--- config.mk ---
export PLATFORM = sky130hd
export DESIGN_NAME = wb_arbiter
export DESIGN_NICKNAME = d
export VERILOG_FILES = /design/src/rtl/wb_arbiter.sv
export SDC_FILE = /design/constraint.sdc
export NUM_CORES = 1
export LEC_CHECK = 0
export CAP_MARGIN = 20
export CELL_PAD_IN_SITES_DETAIL_PLACEMENT = 1
export CELL_PAD_IN_SITES_GLOBAL_PLACEMENT = 1
export CORE_UTILIZATION = 16
export CTS_BUF_LIST = sky130_fd_sc_hd__clkbuf_2 sky130_fd_sc_hd__clkbuf_4 sky130_fd_sc_hd__clkbuf_8
export DETAILED_ROUTE_END_ITERATION = 10
export GPL_TIMING_DRIVEN = 1
export PLACE_DENSITY = 0.89
export SYNTH_ARGS = -nofsm -noshare
export SYNTH_HDL_FRONTEND = slang
export SYNTH_SLANG_ARGS = --single-unit
export TNS_END_PERCENT = 5
--- constraint.sdc ---
create_clock -name clk -period 9.12 [get_ports clk]
set_clock_uncertainty 0.1 [all_clocks]
set_input_delay 2.736 -clock clk [delete_from_list [all_inputs] [get_ports clk]]
set_output_delay 2.736 -clock clk [all_outputs]
set_load 0.005 [all_outputs]
--- src/rtl/wb_arbiter.sv ---
// Two-master Wishbone B4 pipelined arbiter: round-robin grant held for the whole
// cycle, outstanding-strobe cap and a no-ack watchdog that aborts with err.
module wb_arbiter #(
    parameter int MAX_OUTSTANDING = 8,
    parameter int TIMEOUT_CYCLES  = 256
) (
    input  logic        clk,
    input  logic        rst_n,

    input  logic        m0_cyc_i,
    input  logic        m0_stb_i,
    input  logic        m0_we_i,
    input  logic [3:0]  m0_sel_i,
    input  logic [31:0] m0_adr_i,
    input  logic [31:0] m0_dat_i,
    output logic [31:0] m0_dat_o,
    output logic        m0_ack_o,
    output logic        m0_stall_o,
    output logic        m0_err_o,

    input  logic        m1_cyc_i,
    input  logic        m1_stb_i,
    input  logic        m1_we_i,
    input  logic [3:0]  m1_sel_i,
    input  logic [31:0] m1_adr_i,
    input  logic [31:0] m1_dat_i,
    output logic [31:0] m1_dat_o,
    output logic        m1_ack_o,
    output logic        m1_stall_o,
    output logic        m1_err_o,

    output logic        s_cyc_o,
    output logic        s_stb_o,
    output logic        s_we_o,
    output logic [3:0]  s_sel_o,
    output logic [31:0] s_adr_o,
    output logic [31:0] s_dat_o,
    input  logic [31:0] s_dat_i,
    input  logic        s_ack_i,
    input  logic        s_stall_i
);

    localparam int            TW    = (TIMEOUT_CYCLES > 1) ? $clog2(TIMEOUT_CYCLES + 1) : 1;
    localparam logic [TW-1:0] TLIM  = TW'((TIMEOUT_CYCLES > 0) ? TIMEOUT_CYCLES - 1 : 0);
    localparam logic [3:0]    CAP   = 4'(MAX_OUTSTANDING);
    localparam bit            WD_EN = (TIMEOUT_CYCLES != 0);

    typedef enum logic [1:0] {
        IDLE = 2'd0,
        GNT0 = 2'd1,
        GNT1 = 2'd2
    } state_t;

    state_t        r_state, w_state_nxt;
    logic          r_last_grant, w_last_nxt;
    logic [3:0]    r_outstanding, w_out_nxt;
    logic [TW-1:0] r_timer, w_timer_nxt;

    logic          w_gnt0, w_gnt1, w_gnt;
    logic          w_cyc, w_stb, w_we;
    logic [3:0]    w_sel;
    logic [31:0]   w_adr, w_dat;
    logic          w_cap, w_release, w_timeout, w_scyc, w_sstb, w_accept;

    // Holding rst_n in the grant terms forces every slave output, ack and err low during reset.
    assign w_gnt0 = rst_n && (r_state == GNT0);
    assign w_gnt1 = rst_n && (r_state == GNT1);
    assign w_gnt  = w_gnt0 | w_gnt1;

    assign w_cyc = w_gnt1 ? m1_cyc_i : m0_cyc_i;
    assign w_stb = w_gnt1 ? m1_stb_i : m0_stb_i;
    assign w_we  = w_gnt1 ? m1_we_i  : m0_we_i;
    assign w_sel = w_gnt1 ? m1_sel_i : m0_sel_i;
    assign w_adr = w_gnt1 ? m1_adr_i : m0_adr_i;
    assign w_dat = w_gnt1 ? m1_dat_i : m0_dat_i;

    assign w_cap     = (r_outstanding == CAP);
    assign w_release = w_gnt & ~w_cyc;
    // Fires on the TIMEOUT_CYCLES-th consecutive cycle with work pending and no ack.
    assign w_timeout = WD_EN && w_gnt && w_cyc && (r_outstanding != 4'd0) && !s_ack_i
                       && (r_timer == TLIM);
    assign w_scyc    = w_gnt & w_cyc & ~w_timeout;
    assign w_sstb    = w_scyc & w_stb & ~w_cap;
    assign w_accept  = w_sstb & ~s_stall_i;

    assign s_cyc_o = w_scyc;
    assign s_stb_o = w_sstb;
    assign s_we_o  = w_gnt & w_we;
    assign s_sel_o = w_gnt ? w_sel : 4'd0;
    assign s_adr_o = w_gnt ? w_adr : 32'd0;
    assign s_dat_o = w_gnt ? w_dat : 32'd0;

    assign m0_dat_o   = s_dat_i;
    assign m1_dat_o   = s_dat_i;
    assign m0_ack_o   = w_gnt0 & s_ack_i;
    assign m1_ack_o   = w_gnt1 & s_ack_i;
    assign m0_err_o   = w_gnt0 & w_timeout;
    assign m1_err_o   = w_gnt1 & w_timeout;
    assign m0_stall_o = w_gnt0 ? (s_stall_i | w_cap) : m0_cyc_i;
    assign m1_stall_o = w_gnt1 ? (s_stall_i | w_cap) : m1_cyc_i;

    always_comb begin
        w_state_nxt = r_state;
        w_last_nxt  = r_last_grant;
        case (r_state)
            IDLE: begin
                if (m0_cyc_i && m1_cyc_i) begin
                    w_state_nxt = r_last_grant ? GNT0 : GNT1;
                end else if (m0_cyc_i) begin
                    w_state_nxt = GNT0;
                end else if (m1_cyc_i) begin
                    w_state_nxt = GNT1;
                end
            end
            GNT0: begin
                if (!m0_cyc_i) begin
                    w_last_nxt  = 1'b0;
                    w_state_nxt = m1_cyc_i ? GNT1 : IDLE;
                end else if (w_timeout) begin
                    w_last_nxt  = 1'b0;
                    w_state_nxt = IDLE;
                end
            end
            GNT1: begin
                if (!m1_cyc_i) begin
                    w_last_nxt  = 1'b1;
                    w_state_nxt = m0_cyc_i ? GNT0 : IDLE;
                end else if (w_timeout) begin
                    w_last_nxt  = 1'b1;
                    w_state_nxt = IDLE;
                end
            end
            default: w_state_nxt = IDLE;
        endcase
    end

    always_comb begin
        w_out_nxt   = r_outstanding;
        w_timer_nxt = r_timer;
        if (!w_gnt || w_release || w_timeout) begin
            w_out_nxt   = 4'd0;
            w_timer_nxt = '0;
        end else begin
            if (w_accept && !s_ack_i) begin
                w_out_nxt = r_outstanding + 4'd1;
            end else if (!w_accept && s_ack_i && (r_outstanding != 4'd0)) begin
                w_out_nxt = r_outstanding - 4'd1;
            end
            if (s_ack_i || (r_outstanding == 4'd0)) begin
                w_timer_nxt = '0;
            end else begin
                w_timer_nxt = r_timer + TW'(1);
            end
        end
    end

    always_ff @(posedge clk) begin
        if (!rst_n) begin
            r_state       <= IDLE;
            r_last_grant  <= 1'b1;
            r_outstanding <= 4'd0;
            r_timer       <= '0;
        end else begin
            r_state       <= w_state_nxt;
            r_last_grant  <= w_last_nxt;
            r_outstanding <= w_out_nxt;
            r_timer       <= w_timer_nxt;
        end
    end

endmodule

==> metrics.txt <==
Diodes inserted=0; f_max=between 100 and 150 MHz; EDFF count, synth=0; Yosys cell types=about 40; die area=~15000 µm²; Power per Cell Area=63.7 nW/µm²; Slew Limit Headroom=between 30% and 40%; reg2reg setup slack=5540 ps; grt ovf=0; setup bufs post-CTS=0; setup TNS=0 ps; DR vias=3127; Data arrival, critical path=approximately 4900 ps; maximum VDD drop=roughly 0.04 mV; unrepaired setup endpoints after global routing=no; Post-DRT Antenna Nets=0; synthesized area per cell=about 6 µm²; PortBufs=222; Final Max Tran Viols=0; fin crit share=84.9%; status=finished, final reports clean; DRC Markers=0; Slew @ Worst Pin=a little under 1000 ps; CTS Root Cell=clkbuf_8; leading area contributor after synthesis=nand2_1; yosys warns=0; FFs w/ async S/R, synth=0%; Yosys reg bits=16; Final setup viols=0; nets=732; Hold Crit Class=reg -> reg; post-synthesis cell count=407; Skew-Pair Late Insertion Delay=260 ps; share of layout cells above drive strength 1=roughly 2.4%; vias in the first global route=between 3000 and 4000; Die X=about 120 µm; area growth from synthesis to layout=83.0%; worst-case clock buffer depth=2; initial antenna violation count=0; syn nets=590; crit path launch type=input pin; Final GP Congestion=approximately 0.75; hpwl dp=~9.4 mm; Synth top area share=a little under a quarter; wire per inst=around 16 µm; first-pass GRT wire length=~16 mm; Vias per Instance=between 4 and 5; largest net degree at the start of global routing=40; Final Hold Fails=0; CTS tree=done; cell area after synthesis=2380 µm²; Clock Sinks=16; CP Max Fanout=10; Core ar.=14500 µm²; Final Util=about 30%; TritonCTS buffer count=3; CTS clk-pin slew, worst paths=60 ps; first-pass iteration count of the detailed router=4; Main synth FF type=dfxtp_1; GR Util All Layers=~14%; Setup Crit Path Kind=in -> out; hold bufs inserted after CTS=0; Routed WL=~11 mm; # fillers=roughly 1800; CTS resizes=0; Starting Density=approximately 16%; Static Leak=between 0.0015 and 0.002 µW; initial DRC count=68; I/O pin count=~320; Worst EP required=6280 ps; Die H=124 µm; standard-cell rows=44; min Tclk post-route=roughly 7700 ps; CTS H-Tree Depth=1; Max Cap Viol=0; post-synthesis sequential area ratio=a little over an eighth; main area contributors after synthesis=nand2_1 23%, buf_4 20%, a21oi_1 15%, dfxtp_1 13%, clkbuf_1 3.0%; CP Capture Type=primary output
-- kinds of logic (layout without fill, tap and decap cells) --
family | after synthesis | after routing | share of synthesized area [%]
AO/OA/AOI/OAI | 90 | 90 | 20.1
buffers and inverters | 94 | 235 | 25.5
adder cells (fa/ha/maj) | 5 | 5 | 2.94
multiplexers | 3 | 3 | 1.63
flip-flops | 16 | 16 | 13.4
XOR/XNOR | 8 | 8 | 2.94
AND/OR/NAND/NOR | 191 | 191 | 33.5
-- registers in the layout, indices dropped and copies added, names as in the netlist --
name	count
r_timer	9
r_outstanding	4
r_state	2
r_last_grant	1
-- critical path, cell delays in order --
cell and delay [ps]:
clkdlybuf4s50_1 680, nand3b_1 200, mux2i_2 210, a2111oi_0 480, clkdlybuf4s50_1 600
-- final timing paths --
kind / cells after the start / start / to
setup / recovery: 5 / rst_n / s_stb_o
hold / removal: 1 / r_timer[0] / r_timer[0]
setup reg to reg: 14 / r_timer[0] / r_outstanding[3]
hold reg to reg: 1 / r_timer[0] / r_timer[0]
-- metrics by stage --
| stage | total power [µW] | hold WS (ps) | instances | instance area (µm²) | setup WS [ps] |
|---|---|---|---|---|---|
| 4_1_cts | 282 | 370 | 732 | 4360 | 1310 |
| 6_report | 278 | 367 | 732 | 4360 | 1380 |
| 3_3_place_gp | 214 | 344 | 728 | 4310 | 1320 |
| 5_1_grt | 295 | 402 | 732 | 4360 | 1190 |
| 3_5_place_dp | 215 | 355 | 728 | 4310 | 1310 |
| 2_1_floorplan | 134 | 326 | 407 | 2380 | 2580 |
-- cell usage after synthesis (3+ instances only) --
cell / n
nor2_1: 14
xnor2_1: 3
ha_1: 4
buf_4: 64
nand2b_1: 3
nand2_1: 149
o21ai_0: 5
and3_1: 5
clkbuf_1: 19
buf_2: 5
nor2b_1: 3
a21oi_1: 71
o21ai_1: 3
o22ai_1: 3
inv_1: 4
xor2_1: 5
dfxtp_1: 16
-- layout by cell type, fill, tap and decap left out, types with 3 or more instances in the layout --
| cell | Yosys | routed |
|---|---|---|
| xor2_1 | 5 | 5 |
| nand2b_1 | 3 | 3 |
| buf_4 | 64 | 4 |
| clkbuf_8 | 0 | 4 |
| nor2_1 | 14 | 14 |
| clkdlybuf4s50_1 | 0 | 222 |
| o21ai_0 | 5 | 5 |
| and3_1 | 5 | 5 |
| nand2_1 | 149 | 149 |
| xnor2_1 | 3 | 3 |
| o22ai_1 | 3 | 3 |
| ha_1 | 4 | 4 |
| dfxtp_1 | 16 | 16 |
| inv_1 | 4 | 4 |
| a21oi_1 | 71 | 71 |
| nor2b_1 | 3 | 3 |
-- area by class of cell --
| cell class | count | area, µm² | share of cell area (%) |
|---|---|---|---|
| clock buffer | 4 | 55.1 | 1.26 |
| inverter | 4 | 15.0 | 0.344 |
| multi-input combinational | 297 | 1470 | 33.7 |
| sequential | 16 | 320 | 7.35 |
| tap | 184 | 230 | 5.28 |
| timing repair buffer | 227 | 2270 | 52.1 |
-- per-layer routing --
metal	part of all wire, %	global-route usage, %
met1	42	17.4
met2	49	23.4
met5	0	0
met3	7.1	2.93
met4	2.5	4.46
-- report_power, final --
group	total (µW)	switching [µW]	internal (µW)
clock	65.7	27.3	38.4
sequential	72.2	1.36	70.8
combinational	140	49.4	90.5
(Power assumes the default switching activity.)
